$ cat src/rtl/alu_arb_pkg.sv
// alu_arb_pkg: ALU op encodings, FSM state type and requester count
// shared by the ALU arbiter and its grant picker.
package alu_arb_pkg;

    localparam int NREQ = 2;

    localparam logic [3:0] OP_ADD = 4'b0000;
    localparam logic [3:0] OP_SUB = 4'b0001;
    localparam logic [3:0] OP_OR  = 4'b0011;
    localparam logic [3:0] OP_LUI = 4'b0110;

    typedef enum logic {
        IDLE,
        RESP
    } state_t;

endpackage

$ cat src/rtl/alu_arb_pick.sv
// alu_arb_pick: two-requester grant selection.
// Ports: valid (request bits), last (id granted last), grant (one-hot).
module alu_arb_pick
    import alu_arb_pkg::*;
(
    input  logic [NREQ-1:0] valid,
    input  logic            last,
    output logic [NREQ-1:0] grant
);

    // On a tie the requester that was not served last wins.
    always_comb begin
        grant = '0;
        case (valid)
            2'b01:   grant = 2'b01;
            2'b10:   grant = 2'b10;
            2'b11:   grant = last ? 2'b01 : 2'b10;
            default: grant = '0;
        endcase
    end

endmodule

$ cat src/rtl/alu_arbiter.sv
// alu_arbiter: shares one combinational ALU between two requesters,
// one op per two cycles, registered response held until consumed.
// Ports: clk, reset (async, active high); ReqValid/ReqReady,
// ReqSrcA0/1, ReqSrcB0/1, ReqCtrl0/1 (requests); AluSrcA/AluSrcB/
// AluControl, AluResult (shared ALU); RspValid/RspReady, RspData,
// RspErr (responses).
// Macro ALU_ARB_FIXED_PRIO_EN: requester 0 always wins ties and no
// round-robin pointer is built.
module alu_arbiter
    import alu_arb_pkg::*;
#(
    parameter int WIDTH  = 32,
    parameter int CTRL_W = 4
) (
    input  logic              clk,
    input  logic              reset,
    input  logic [NREQ-1:0]   ReqValid,
    output logic [NREQ-1:0]   ReqReady,
    input  logic [WIDTH-1:0]  ReqSrcA0,
    input  logic [WIDTH-1:0]  ReqSrcA1,
    input  logic [WIDTH-1:0]  ReqSrcB0,
    input  logic [WIDTH-1:0]  ReqSrcB1,
    input  logic [CTRL_W-1:0] ReqCtrl0,
    input  logic [CTRL_W-1:0] ReqCtrl1,
    output logic [WIDTH-1:0]  AluSrcA,
    output logic [WIDTH-1:0]  AluSrcB,
    output logic [CTRL_W-1:0] AluControl,
    input  logic [WIDTH-1:0]  AluResult,
    output logic [NREQ-1:0]   RspValid,
    input  logic [NREQ-1:0]   RspReady,
    output logic [WIDTH-1:0]  RspData,
    output logic              RspErr
);

    state_t          state;
    logic            pick_last;
    logic [NREQ-1:0] pick_grant;
    logic [NREQ-1:0] grant;
    logic            op_bad;
    logic            rsp_take;

`ifdef ALU_ARB_FIXED_PRIO_EN
    // Pinning "last" to 1 makes requester 0 the tie winner.
    assign pick_last = 1'b1;
`else
    logic last;
    assign pick_last = last;
`endif

    alu_arb_pick u_pick (
        .valid (ReqValid),
        .last  (pick_last),
        .grant (pick_grant)
    );

    // Reset gates the grant so ALU outputs drop immediately.
    assign grant    = (state == IDLE && !reset) ? pick_grant : '0;
    assign ReqReady = grant;

    always_comb begin
        AluSrcA    = '0;
        AluSrcB    = '0;
        AluControl = '0;
        unique case (1'b1)
            grant[0]: begin
                AluSrcA    = ReqSrcA0;
                AluSrcB    = ReqSrcB0;
                AluControl = ReqCtrl0;
            end
            grant[1]: begin
                AluSrcA    = ReqSrcA1;
                AluSrcB    = ReqSrcB1;
                AluControl = ReqCtrl1;
            end
            default: ;
        endcase
    end

    assign op_bad = !((AluControl == CTRL_W'(OP_ADD)) ||
                      (AluControl == CTRL_W'(OP_SUB)) ||
                      (AluControl == CTRL_W'(OP_OR))  ||
                      (AluControl == CTRL_W'(OP_LUI)));

    // RspValid is one-hot and doubles as the granted id, so only the
    // owner's RspReady bit can release the response.
    assign rsp_take = |(RspValid & RspReady);

    always_ff @(posedge clk or posedge reset) begin
        if (reset) begin
            state    <= IDLE;
            RspValid <= '0;
            RspData  <= '0;
            RspErr   <= 1'b0;
`ifndef ALU_ARB_FIXED_PRIO_EN
            last     <= 1'b1;
`endif
        end else begin
            unique case (state)
                IDLE: begin
                    if (|grant) begin
                        RspData  <= AluResult;
                        RspErr   <= op_bad;
                        RspValid <= grant;
                        state    <= RESP;
`ifndef ALU_ARB_FIXED_PRIO_EN
                        last     <= grant[1];
`endif
                    end
                end
                RESP: begin
                    if (rsp_take) begin
                        RspValid <= '0;
                        state    <= IDLE;
                    end
                end
                default: state <= IDLE;
            endcase
        end
    end

endmodule

$ cat config.mk
export PLATFORM = sky130hd
export DESIGN_NAME = alu_arbiter
export DESIGN_NICKNAME = d
export VERILOG_FILES = /design/src/rtl/alu_arb_pkg.sv /design/src/rtl/alu_arb_pick.sv /design/src/rtl/alu_arbiter.sv
export SDC_FILE = /design/constraint.sdc
export NUM_CORES = 1
export LEC_CHECK = 0
export ABC_AREA = 1
export ABC_CLOCK_PERIOD_IN_PS = 3600
export CORE_AREA = 2 2 107 109
export DETAILED_ROUTE_END_ITERATION = 8
export DIE_AREA = 0 0 109 111
export GPL_TIMING_DRIVEN = 0
export PLACE_DENSITY = 0.63
export RECOVER_POWER = 100
export REMOVE_ABC_BUFFERS = 1
export SLEW_MARGIN = 20
export SYNTH_ARGS = -nofsm -noshare
export SYNTH_HDL_FRONTEND = slang
export SYNTH_SLANG_ARGS = --single-unit
$ cat constraint.sdc
create_clock -name clk -period 3.6 [get_ports clk]
set_clock_uncertainty 0.15 [all_clocks]
set_input_delay 0.72 -clock clk [delete_from_list [all_inputs] [get_ports clk]]
set_output_delay 0.72 -clock clk [all_outputs]
set_load 0.05 [all_outputs]
==> impl_results.md, run 1 <==
* Status: complete, but fails checks
* Failing checks: capacitance limit, slew limit
* Routed WL per cell at approximately 17 um
* Post-CTS Setup Inserts at 0
* Critical Path AT at about 2600 ps
* Cell count after placement at 667
* Port bufs at 278
* Initial antenna violation count at 0
* Post-synthesis average cell area at 8.71 sq um
* Total gr overflow at 0
* Hold path depth at 2
* Switching share of power at 0.543
* Syn. warnings at 0
* Vias/cell at 4.41
* Rows at 39
* Simple-Gate Fraction of Synth Area at 0.241
* Nets@finish at around 710
* Startpoint Class: input port
* Commonest non-fill, non-tap cell in the layout: clkdlybuf4s50_1
* Synth Area in Compound Gates at 0.253
* Synth area leaders: dfrtp_1 39%, a22o_1 25%, nand2_1 17%
* Hold_ws at between 300 and 400 ps
* Layout cells sized above 1 at 0.148
* Logic pwr share at 0.674
* Unique masters post-synth at 18
* GRT Total Usage at 0.186
* Area leader, netlist: dfrtp_1
* Hold path startpoint: RspData[6]
* Area Growth Syn to Fin at 120%
* Cts bufs inserted at 5
* Slew Viols, Final at 31
* Final worst-path cycle share at 0.973
* Power, Total at between 3 and 4 mW
* Seq. cell area at roughly 930 sq um
* Mux contribution to synthesized area at 0
* Clk sinks at 37
* CTS Buffer Depth at 2
* Max Freq at 0.286 GHz
* Hold crit path type: flop to flop
* Worst slew pin tran at 1640 ps
* First-pass GRT wire length at approximately 17 mm
* Period minus WS final at around 3500 ps
* Chip Width at roughly 110 um
* Drt pass-1 iters at 4
* Yosys reg bits at 37
* Initial detailed-routing violation count at 119
* Filler-free cell count of the finished design at 675
* VDD IR-drop max at 0.000465 V
* Gpl congestion at 0.799
* WL final at 11.8 mm
* Reg2reg path depth at 7
* Crit Path Max Fanout at between 60 and 70
* Core area at 11100 sq um
* Initial Utilization at 0.208
* Critical R2R Launch: last
* Max Cap Viol at 1
* Vias in the first global route at 3076
* CTS tree: done
* CP max stage cell: clkdlybuf4s50_1
* CTS H-tree depth at 2
* Root Buffer: clkbuf_16
* Commonest non-fill, non-tap cells in the layout: 174 x clkdlybuf4s50_1, 107 x nand2_1, 65 x a22o_1
* Ports at 279
* Flop2flop setup slack at 1210 ps
* # setup viols final at 0
* Yosys top cell area share at 0.390
* Fillers at 1121
* Multi-input gate area at roughly 1100 sq um
* Largest net degree at the start of global routing at 68
* Later-pin clock latency in the skew report at about 270 ps
* Crit. End Element: output port
* Cell Area, Synth at 2310 sq um
* ANT nets after route at 0
* Xor/xnor share of the synthesized area at 0
* Die area at 12100 sq um
* DRC at 0
* # diodes at 0
* RSZ-0062 raised after global routing: false
* Die Ht at 111 um
* Pint at 1.59 mW
* Synthesized instance count at between 200 and 300
* Post-synthesis sequential area ratio at 0.402
* Main combinational cell family by area after synthesis: compound AO/OA/AOI/OAI gates
* CTS clk-pin slew, worst paths at ~50 ps
* Clock share of power at 0.119
* Adder-Cell Fraction of Synth Area at 0
* Pleak at 2.34 nW
* Worst Path Required at about 2700 ps
* Vias after detailed routing at 2976
* Slew headroom at -0.0910
* NetSw at 1.89 mW
* Min-Delay Endpoint: RspData[6]
* Detail Placement HPWL at 9.54 mm
* Crit path cell chain: clkdlybuf4s50_1, nand2_2, nand3_4, clkinv_8, a22o_1, clkdlybuf4s15_2
* Reg-to-reg endpoint: RspData[25]
* Final Hold Fails at 0
* Sequential power share at 0.207
* Power Density at 685 nW/um^2
* Worst Setup Path Type: input port to output port
* Crit path largest cell delay at 610 ps
[worst max path at each step]
stage / start / end / slack, ps / cells after the start
floorplan: reset / AluSrcA[0] / 660 / 4
global placement: reset / AluSrcB[23] / -610 / 6
detailed placement: reset / AluSrcB[11] / -660 / 6
CTS: reset / AluSrcA[4] / 2 / 6
global route: ReqValid[0] / AluSrcB[11] / 10 / 6
finish: ReqValid[0] / AluSrcB[11] / 100 / 6
[worst max-delay path, delay by kind of cell]
family,cells,cell delay [ps]
and+or+nand+nor,2,310
AOI/OAI and AO/OA,1,340
buffers and inverters,3,1210
[cell usage after synthesis]
cell type / count
a22o_1: 65
buf_2: 3
buf_4: 3
buf_6: 14
dfrtp_1: 36
dfstp_2: 1
inv_1: 8
inv_2: 1
inv_4: 2
nand2_1: 107
nand2_2: 1
nand3_1: 2
nand3_4: 2
nand4_1: 6
nor2_1: 9
nor2_4: 1
nor2_8: 1
o21ai_0: 3
[layer usage]
metal  vias up  track usage  wire, um
met3        10       0.0623      1170
li1       1447            -         -
met2       140        0.329      5910
met5         -            0         0
met4         0       0.0359       161
met1      1379        0.216      4520
[flip-flops by register name (all words and copies together) (netlist names)]
register	cells
RspValid	2
RspErr	1
state	1
RspData	32
last	1
[cell families (layout without fill, tap and decap cells)]
family                 after synthesis  count (layout)
AND/OR/NAND/NOR                    129             129
AO/OA/AOI/OAI                       68              68
flip-flops                          37              37
buffers and inverters               31             298
[cell type report]
cell class,instances,area share
clock buffers,7,0.0261
clock inverters,1,0.00148
inverters,11,0.0138
multi-input cells,197,0.224
flip-flops and latches,37,0.182
well taps,143,0.0352
repair buffers,279,0.517
[per-stage QoR]
stage	utilization	setup slack (ps)	TNS (ps)	area (sq um)
3_3_place_gp	0.458	-614	-32910	5070
6_report	0.459	98.9	0	5090
3_5_place_dp	0.460	-657	-35810	5090
5_1_grt	0.459	12.0	0	5090
4_1_cts	0.476	1.83	0	5270
2_1_floorplan	-	657	0	2110
[repair_timing]
action | CTS | global route
gates resized for setup | 154 | 48
hold buffers | 0 | 0
setup endpoints to repair | 66 | 53
cloned | 0 | 0
hold endpoints to repair | 0 | 0
pin swaps | 0 | 0
[power groups by stage]
| stage | Combinational (mW) | Clock [mW] | Sequential [mW] |
|---|---|---|---|
| 2_1_floorplan | 0.894 | 0 | 1.37 |
| 3_3_place_gp | 2.49 | 0 | 0.728 |
| 3_5_place_dp | 2.51 | 0 | 0.736 |
| 4_1_cts | 2.46 | 0.431 | 0.735 |
| 5_1_grt | 2.49 | 0.452 | 0.754 |
| 6_report | 2.35 | 0.415 | 0.722 |
(Power assumes the default switching activity.)
==> run 2: changes to the inputs <==
--- a/config.mk
+++ b/config.mk
@@ -13,8 +13,6 @@
 export GPL_TIMING_DRIVEN = 0
 export PLACE_DENSITY = 0.63
 export RECOVER_POWER = 100
-export REMOVE_ABC_BUFFERS = 1
-export SLEW_MARGIN = 20
 export SYNTH_ARGS = -nofsm -noshare
 export SYNTH_HDL_FRONTEND = slang
 export SYNTH_SLANG_ARGS = --single-unit
==> run 2 against run 1 <==
Against the previous run: the flow now finishes without violations; non-clock buffer count rose by 19; wire length grew 1.8%; hold slack improved by 1.5 ps; register-to-register slack better by 250 ps; die area unchanged; core utilization fell by 0.17 points; design area is 0.37% lower; clock power about the same; count of clock-buffer cells in the layout stayed put; critical path type unchanged; critical endpoint is now AluControl[3]; largest cell class unchanged; highest routed layer unchanged.
==> impl_results.md, run 2 (synthesized netlist as in run 1, its figures left out) <==
* Status: finished clean (was complete, but fails checks)
* GRT Total Usage at 0.187 (was 0.186)
* Crit path largest cell delay at 880 ps (was 610 ps)
* CP delay by family, top: buffers and inverters (unchanged)
* DP Worst Slack at -368 ps (was -657 ps)
* Initial antenna violation count at 0 (unchanged)
* CTS clk-pin slew, worst paths at 60 ps (was 50 ps)
* DRC at 0 (unchanged)
* Crit. End Element: output port (unchanged)
* Core area at 11100 sq um (unchanged)
* M3 GR Usage at 0.0582 (was 0.0623)
* # diodes at 0 (unchanged)
* Largest Register: RspData (unchanged)
* Commonest non-fill, non-tap cells in the layout: 174 x clkdlybuf4s50_1, 107 x nand2_1, 65 x a22o_1 (unchanged)
* # setup viols final at 0 (unchanged)
* Vias after detailed routing at 3023 (was 2976)
* Ports at 279 (unchanged)
* Worst Path Required at 2730 ps (about the same)
* Clk sinks at 37 (unchanged)
* Vias in the first global route at 3230 (was 3076)
* ANT nets after route at 0 (unchanged)
* Max Freq at 0.288 GHz (was 0.286 GHz)
* Later-pin clock latency in the skew report at 270 ps (about the same)
* Final Hold Fails at 0 (unchanged)
* Drt pass-1 iters at 4 (unchanged)
* Met1 global-route usage at 0.195 (was 0.216)
* Crit path cell chain: clkdlybuf4s50_1, nand2_1, nand4_1, nand2_1, dlygate4sd3_1 (was clkdlybuf4s50_1, nand2_2, nand3_4, clkinv_8, a22o_1, clkdlybuf4s15_2)
* Vias/cell at 4.36 (was 4.41)
* RSZ-0062 raised after global routing: false (unchanged)
* CTS tree: done (unchanged)
* CP max stage cell: dlygate4sd3_1 (was clkdlybuf4s50_1)
* Worst slew pin tran at 1410 ps (was 1640 ps)
* CP bufs+invs at 2 (was 3)
* Post-Syn Nets at ~440
* First-pass GRT wire length at 17.3 mm (was 17.2 mm)
* Period minus WS final at 3480 ps (was 3500 ps)
* Rows at 39 (unchanged)
* Power Density at 690 nW/um^2 (was 685 nW/um^2)
* Commonest non-fill, non-tap cell in the layout: clkdlybuf4s50_1 (unchanged)
* Pleak at 2.45 nW (was 2.34 nW)
* Die Ht at 111 um (unchanged)
* M2 GR Usage at 0.345 (was 0.329)
* Worst Setup Path Type: input port to output port (unchanged)
* Initial Utilization at 0.208 (unchanged)
* VDD IR-drop max at 0.000453 V (was 0.000465 V)
* Port bufs at 278 (unchanged)
* Slew Viols, Final at 0 (was 31)
* Critical Path AT at 2610 ps (was 2630 ps)
* Startpoint Class: input port (unchanged)
* Hold crit path type: flop to flop (unchanged)
* Area Growth Syn to Fin at 120% (about the same)
* Gpl congestion at 0.935 (was 0.799)
* Root Buffer: clkbuf_16 (unchanged)
* Layout cells sized above 1 at 0.160 (was 0.148)
* WL final at 12.0 mm (was 11.8 mm)
* Total gr overflow at 0 (unchanged)
* Flip-flop count of the largest register after layout at 32 (unchanged)
* Post-CTS Setup Inserts at 0 (unchanged)
* Worst setup slack after layout at 122 ps (was 98.9 ps)
* Largest net degree at the start of global routing at 38 (was 68)
* Most used routing layer: met2 (unchanged)
* Chip Width at 109 um (unchanged)
* Detail Placement HPWL at 10.3 mm (was 9.54 mm)
* Routed WL per cell at 17.3 um (was 17.4 um)
* Crit Path Max Fanout at 5 (was 66)
* CTS H-tree depth at 2 (unchanged)
* CTS Buffer Depth at 2 (unchanged)
* CP dominant cell by count: nand2_1
* Slew headroom at 0.0615 (was -0.0910)
* Setup TNS at 0 ps (unchanged)
* CTS Hold Bufs at 0 (unchanged)
* Nets@finish at 724 (was 705)
* Max Cap Viol at 0 (was 1)
* Cts bufs inserted at 5 (unchanged)
* Biggest regs: RspData x32, RspValid x2 (unchanged)
* Final worst-path cycle share at 0.966 (was 0.973)
* Initial detailed-routing violation count at 155 (was 119)
* Die area at 12100 sq um (unchanged)
-- run 2: cell count changes in the layout (fill, tap and decap cells not counted) --
| cell | before | now |
|---|---|---|
| clkbuf_2 | 36 | 58 |
| clkdlybuf4s15_2 | 28 | 6 |
| buf_6 | 0 | 7 |
| dlygate4sd2_1 | 2 | 7 |
| clkbuf_1 | 4 | 7 |
| buf_2 | 0 | 2 |
| buf_4 | 0 | 2 |
| inv_4 | 0 | 2 |
| clkinv_8 | 1 | 0 |
| inv_1 | 8 | 9 |
| inv_16 | 1 | 0 |
| inv_2 | 1 | 0 |
| nor2_1 | 9 | 10 |
| nor2_8 | 1 | 0 |
-- run 2: layer usage --
layer,routed length [um],vias up
met4,351,0
met5,0,-
li1,-,1492
met2,6100,152
met3,1190,24
met1,4330,1355
-- run 2: layout make-up --
cell class              instances  area, sq um
repair buffers                278         2510
clock buffers                   7          133
clock inverters                 1         7.51
multi-input cells             197         1120
flip-flops and latches         37          927
plain buffers                  20          144
well taps                     143          179
inverters                      11         46.3
fillers                      1129         6010
-- run 2: final timing paths --
kind | start | end | slack (ps) | depth (start not counted)
worst min-delay path | RspData[21] | RspData[21] | 320 | 2
worst max register to register | last | RspData[23] | 1460 | 8
min in group asynchronous | reset | RspValid[0] | 1120 | 2
worst min register to register | RspData[21] | RspData[21] | 320 | 2
worst max-delay path | ReqValid[1] | AluControl[3] | 120 | 5
max in group asynchronous | reset | RspData[10] | 1350 | 2
-- run 2: repair_timing --
item / CTS / global route
gates resized for setup: 107 / 82
setup endpoints to repair: 66 / 54
pin swaps: 0 / 0
-- run 2: power by group --
group / switching, mW / internal (mW)
Sequential: 0.109 / 0.617
Combinational: 1.63 / 0.729
Clock: 0.157 / 0.257
Total: 1.89 / 1.60
-- run 2: worst min-delay path, stage by stage, from the launching register on --
cell and delay, ps:
dfrtp_1 330, nand2_1 50, nand2_1 60
-- run 2: metrics by stage --
| step | power, mW | instances | hold WS [ps] | cell area (sq um) | utilization |
|---|---|---|---|---|---|
| after floorplan | 2.35 | 265 | 340 | 2310 | - |
| after global placement | 3.30 | 686 | 313 | 5270 | 0.476 |
| after detailed placement | 3.32 | 686 | 315 | 5270 | 0.476 |
| after CTS | 3.69 | 694 | 332 | 5380 | 0.486 |
| after global routing | 3.69 | 694 | 344 | 5070 | 0.458 |
| final | 3.50 | 694 | 323 | 5070 | 0.458 |
